$ cat src/rtl/fpf_decoder_03_if.sv
// Valid/ready bus bundle for the 3-wire FPF decoder: codeword stream in,
// decoded value stream out.
interface fpf_decoder_03_if #(
    parameter int unsigned FBLEN = 3
);
    logic [2:0]       codein;
    logic             codein_valid;
    logic             codein_ready;
    logic [FBLEN-1:0] dataout;
    logic             dataout_valid;
    logic             dataout_ready;
    logic             code_err;

    modport master (
        output codein, codein_valid, dataout_ready,
        input  codein_ready, dataout, dataout_valid, code_err
    );

    modport slave (
        input  codein, codein_valid, dataout_ready,
        output codein_ready, dataout, dataout_valid, code_err
    );
endinterface

$ cat src/rtl/fpf_decoder_03.sv
// Receive-side FPF (Fibonacci) codeword decoder: two-stage valid/ready pipeline
// with forbidden-pattern detection and saturating error statistics.
module fpf_decoder_03 #(
    parameter int unsigned CNT_W         = 8,
    parameter bit          FLAG_NONCANON = 1'b1
) (
    input  logic             clock,
    input  logic             reset,
    fpf_decoder_03_if.slave  bus,
    output logic             err_sticky,
    output logic [CNT_W-1:0] err_count,
    input  logic             err_clear
);
    localparam int unsigned FBLEN03 = 3;
    // Fibonacci weights for bit 0, 1, 2.
    localparam logic [FBLEN03-1:0] FNS01 = FBLEN03'(1);
    localparam logic [FBLEN03-1:0] FNS02 = FBLEN03'(1);
    localparam logic [FBLEN03-1:0] FNS03 = FBLEN03'(2);

    logic [2:0]         s1_code;
    logic               s1_v;
    logic [FBLEN03-1:0] data_q;
    logic               err_q;
    logic               valid_q;

    logic               out_xfer;
    logic               s2_load;
    logic               in_xfer;
    logic               err_evt;
    logic [FBLEN03-1:0] dec;
    logic               dec_err;

    always_comb begin
        out_xfer         = valid_q & bus.dataout_ready;
        s2_load          = s1_v & (~valid_q | bus.dataout_ready);
        bus.codein_ready = ~s1_v | s2_load;
        in_xfer          = bus.codein_valid & bus.codein_ready;
        err_evt          = out_xfer & err_q;
    end

    always_comb begin
        dec = (s1_code[2] ? FNS03 : '0)
            + (s1_code[1] ? FNS02 : '0)
            + (s1_code[0] ? FNS01 : '0);
        dec_err = (s1_code == 3'b010) | (s1_code == 3'b101)
                | (FLAG_NONCANON & (s1_code == 3'b100));
    end

    always_ff @(posedge clock or posedge reset) begin
        if (reset) begin
            s1_code <= '0;
            s1_v    <= 1'b0;
        end else if (in_xfer) begin
            s1_code <= bus.codein;
            s1_v    <= 1'b1;
        end else if (s2_load) begin
            s1_v    <= 1'b0;
        end
    end

    always_ff @(posedge clock or posedge reset) begin
        if (reset) begin
            data_q  <= '0;
            err_q   <= 1'b0;
            valid_q <= 1'b0;
        end else if (s2_load) begin
            data_q  <= dec;
            err_q   <= dec_err;
            valid_q <= 1'b1;
        end else if (out_xfer) begin
            valid_q <= 1'b0;
        end
    end

    // A clear coinciding with an error transfer still counts that error.
    always_ff @(posedge clock or posedge reset) begin
        if (reset) begin
            err_sticky <= 1'b0;
            err_count  <= '0;
        end else if (err_clear) begin
            err_sticky <= err_evt;
            err_count  <= err_evt ? CNT_W'(1) : '0;
        end else if (err_evt) begin
            err_sticky <= 1'b1;
            if (err_count != '1) begin
                err_count <= err_count + CNT_W'(1);
            end
        end
    end

    assign bus.dataout       = data_q;
    assign bus.code_err      = err_q;
    assign bus.dataout_valid = valid_q;
endmodule

$ cat src/flat_wrapper.sv
// flat-port wrapper written by rule: the top's interface ports become plain ports
module fpf_decoder_03_flat 
#(
    parameter int unsigned CNT_W         = 8,
    parameter bit          FLAG_NONCANON = 1'b1
)
  (clock, reset, err_sticky, err_count, err_clear, bus_codein, bus_codein_valid, bus_dataout_ready, bus_codein_ready, bus_dataout, bus_dataout_valid, bus_code_err);
  fpf_decoder_03_if bus_i ();
  input  logic clock;
  input  logic reset;
  output logic err_sticky;
  output logic [CNT_W-1:0] err_count;
  input  logic err_clear;
  input wire logic [$bits(bus_i.codein)-1:0] bus_codein;
  input wire logic [$bits(bus_i.codein_valid)-1:0] bus_codein_valid;
  input wire logic [$bits(bus_i.dataout_ready)-1:0] bus_dataout_ready;
  output wire logic [$bits(bus_i.codein_ready)-1:0] bus_codein_ready;
  output wire logic [$bits(bus_i.dataout)-1:0] bus_dataout;
  output wire logic [$bits(bus_i.dataout_valid)-1:0] bus_dataout_valid;
  output wire logic [$bits(bus_i.code_err)-1:0] bus_code_err;
  assign bus_i.codein = bus_codein;
  assign bus_i.codein_valid = bus_codein_valid;
  assign bus_i.dataout_ready = bus_dataout_ready;
  assign bus_codein_ready = bus_i.codein_ready;
  assign bus_dataout = bus_i.dataout;
  assign bus_dataout_valid = bus_i.dataout_valid;
  assign bus_code_err = bus_i.code_err;
  fpf_decoder_03 #(.CNT_W(CNT_W), .FLAG_NONCANON(FLAG_NONCANON)) u_core (.clock(clock), .reset(reset), .bus(bus_i), .err_sticky(err_sticky), .err_count(err_count), .err_clear(err_clear));
endmodule
$ cat config.mk
export PLATFORM = sky130hd
export DESIGN_NAME = fpf_decoder_03_flat
export DESIGN_NICKNAME = d
export VERILOG_FILES = /design/src/rtl/fpf_decoder_03_if.sv /design/src/rtl/fpf_decoder_03.sv /design/src/flat_wrapper.sv
export SDC_FILE = /design/constraint.sdc
export NUM_CORES = 1
export LEC_CHECK = 0
export ABC_AREA = 1
export CAP_MARGIN = 20
export CELL_PAD_IN_SITES_DETAIL_PLACEMENT = 0
export CELL_PAD_IN_SITES_GLOBAL_PLACEMENT = 2
export CORE_MARGIN = 1
export CORE_UTILIZATION = 30
export CTS_CLUSTER_DIAMETER = 120
export DETAILED_ROUTE_END_ITERATION = 16
export HOLD_SLACK_MARGIN = 0.15
export PLACE_DENSITY_LB_ADDON = 0.1
export RECOVER_POWER = 25
export SYNTH_ARGS = -nofsm -noshare
export SYNTH_HDL_FRONTEND = slang
export SYNTH_SLANG_ARGS = --single-unit
$ cat constraint.sdc
create_clock -name clock -period 3.55 [get_ports clock]
set_clock_uncertainty 0.1 [all_clocks]
set_input_delay 1.065 -clock clock [delete_from_list [all_inputs] [get_ports clock]]
set_output_delay 1.065 -clock clock [all_outputs]
set_load 0.005 [all_outputs]
==> impl_metrics.ini <==
[yosys]
synth_cell_types = 15
synth.cell_area_um2 = 973.4
syn_avg_cell_area_um2 = 8.392
yosysWarningCount = 0
synth_seq_cells = 18
ys_seq_area_share_pct = 46.27
synth_cells = 116
syn-num-nets = 130

[sta]
setup_viol = 0
rsz0062_at_grt = no
finalSetupTns_ps = 0
max_freq_mhz = 298.6
finalWorstSetupSlack_ps = 200.6
period_share_pct = 94.35
tightest_slew_ps = 705.0
timing.final.crit_period_ps = 3349
slew_headroom_pct = 52.95
finalHoldViolCount = 0
drv_slew = 0

[pwr]
pwr-share-seq_pct = 48.5
leakage_uw = 0.0006285
p_comb_share_pct = 27.3
power_density_nw_per_um2 = 431.7
clockPowerShare_pct = 24.2
power.internal_uw = 384.4
power.switching_uw = 164.9
peakVddDrop_mv = 0.1704
power.share.switching_pct = 30.02
fin_total_pwr_uw = 549.4

[floorplan]
die_width_um = 58.96
coreArea_um2 = 3078
die-area_um2 = 3476
die_h_um = 58.96
initial_utilization_pct = 31.63
io_pins = 23
rows = 20

[layout]
final_nets = 157
diodes = 0
nFillCells = 327
area_delta_synth_final_pct = 30.72
layout-drive-gt1-share_pct = 11.27
multi_input_area_um2 = 446.7
regArea_um2 = 450.4

[setup_path]
r2r_end = u_core.err_count[0]
arrival_ps = 2180
regToRegStartpoint = u_core.err_count[1]
worstPathMaxFanout = 2
critical_path.startpoint_type = input port
cp_data_required_time_ps = 2380
endpoint_kind = output pin
crit_path_end = bus_codein_ready
critPathKind = in2out
critPathLaunch = bus_dataout_ready
worst_r2r_path_depth = 7
regToRegSetupSlack_ps = 1890

[worst_hold_path]
hold_path.class = reg2reg

[routing]
drc_errors = 0
drt_iter0_drc = 25
firstDrtPassIters = 4
wl_per_cell_um = 10.77
totalWireLength_um = 2003
vias = 784
via_per_inst = 4.215
ant_nets = 0

[clock_tree]
ctsResizeCount = 0
cts_tree = done
cts_setup_buffers = 0
cts_num_sinks = 18
cts_max_path_buffers = 2
h-tree-depth = 1
hold_buffers = 0
clock-root-buffer = clkbuf_4
cts_made_buffers = 3
clk_pin_slew_ps = 110
worstSkewPairLatency_ps = 300

[grt]
grt-ovfl-total = 0
grt_pass1_vias = 783
antenna_found_initial = 0
track_usage_pct = 13.69
grt_max_degree = 19
grt_pass1_wl_um = 3429

[placement]
port-buffer-count = 22
gp_congestion = 0.7349
dp_slack_ps = 205.3
place_hpwl_um = 1507

[run_status]
outcome = complete, no violations

[run]
max_cap_violations = 0
[metrics by stage]
step / cells / util (%) / hold slack, ps / instance area, um2
6_report: 186 / 41.34 / 389.8 / 1272
4_1_cts: 186 / 41.34 / 395.1 / 1272
5_1_grt: 186 / 41.34 / 419.4 / 1272
3_5_place_dp: 182 / 40.16 / 368.0 / 1236
3_3_place_gp: 182 / 40.16 / 360.4 / 1236
2_1_floorplan: 116 / - / 372.4 / 973.4
[worst max-delay path, cell delays in order]
cell,delay [ps]
clkdlybuf4s50_1,470
inv_1,50
nand3_1,90
clkdlybuf4s50_1,510
[cell usage after synthesis]
master / n / area [um2]
a21oi_1: 6 / 30.03
nand3_2: 1 / 10.01
o21bai_1: 3 / 22.52
nand2_1: 37 / 138.9
dfrtp_1: 18 / 450.4
nor2_1: 8 / 30.03
nand2_2: 3 / 18.77
o21ai_2: 6 / 52.55
nor2_4: 1 / 11.26
ha_1: 6 / 75.07
nand3b_1: 1 / 7.510
inv_1: 15 / 56.30
buf_12: 1 / 20.02
o21ai_0: 2 / 10.01
nand3_1: 8 / 40.04
[power groups by stage]
stage	clock network, uW	logic [uW]	registers (uW)
finish	133	150	267
global route	148	170	272
CTS	143	154	267
detailed placement	0	154	271
global placement	0	153	269
floorplan	0	71.9	270
[metal layers]
metal | vias to the layer above | GRT usage, % | wire length, um
met1 | 345 | 17.61 | 1041
li1 | 417 | - | -
met4 | 0 | 8.844 | 51
met2 | 17 | 20.94 | 820
met5 | - | 0 | 0
met3 | 5 | 2.637 | 90
[worst min-delay path by stage]
| stage | start | endpoint | slack, ps | depth (start not counted) |
|---|---|---|---|---|
| 2_1_floorplan | u_core.bus.dataout[0] | u_core.bus.dataout[0] | 370 | 2 |
| 3_3_place_gp | u_core.bus.dataout[0] | u_core.bus.dataout[0] | 360 | 2 |
| 3_5_place_dp | u_core.bus.dataout[0] | u_core.bus.dataout[0] | 370 | 2 |
| 4_1_cts | u_core.bus.dataout[0] | u_core.bus.dataout[0] | 400 | 2 |
| 5_1_grt | u_core.bus.dataout[1] | u_core.bus.dataout[1] | 420 | 2 |
| 6_report | u_core.bus.dataout[0] | u_core.bus.dataout[0] | 390 | 2 |
[registers in the layout, summed over array words and instances (netlist names)]
name and flops:
u_core.err_count 8, u_core.bus.code_err 1, u_core.bus.dataout_valid 1, u_core.s1_v 1, u_core.bus.dataout 3, u_core.s1_code 3, u_core.err_sticky 1
[cell families (layout without fill, tap and decap cells)]
group	after synthesis	after routing	share of synthesized area, %
adder cells (fa/ha/maj)	6	6	7.712
AND/OR/NAND/NOR	59	59	26.35
flip-flops	18	18	46.27
AO/OA/AOI/OAI	17	17	11.83
buffers and inverters	16	42	7.840
[layout make-up]
type / instances / area share [%]
inverters: 15 / 4.425
well taps: 44 / 4.326
multi-input cells: 82 / 35.10
flip-flops and latches: 18 / 35.40
repair buffers: 23 / 17.90
clock buffers: 4 / 2.852
[layout by cell type (no fill, tap or decap)]
cell type and count:
nand2_1 37, clkdlybuf4s50_1 20, dfrtp_1 18, inv_1 15
nand3_1 8, nor2_1 8, o21ai_2 6, a21oi_1 6
ha_1 6, nand2_2 3, o21bai_1 3, clkbuf_4 3
o21ai_0 2, dlygate4sd3_1 2, nor2_4 1, nand3_2 1
nand3b_1 1, clkbuf_8 1, buf_4 1
Note: power is estimated with default switching activity, not from simulation.
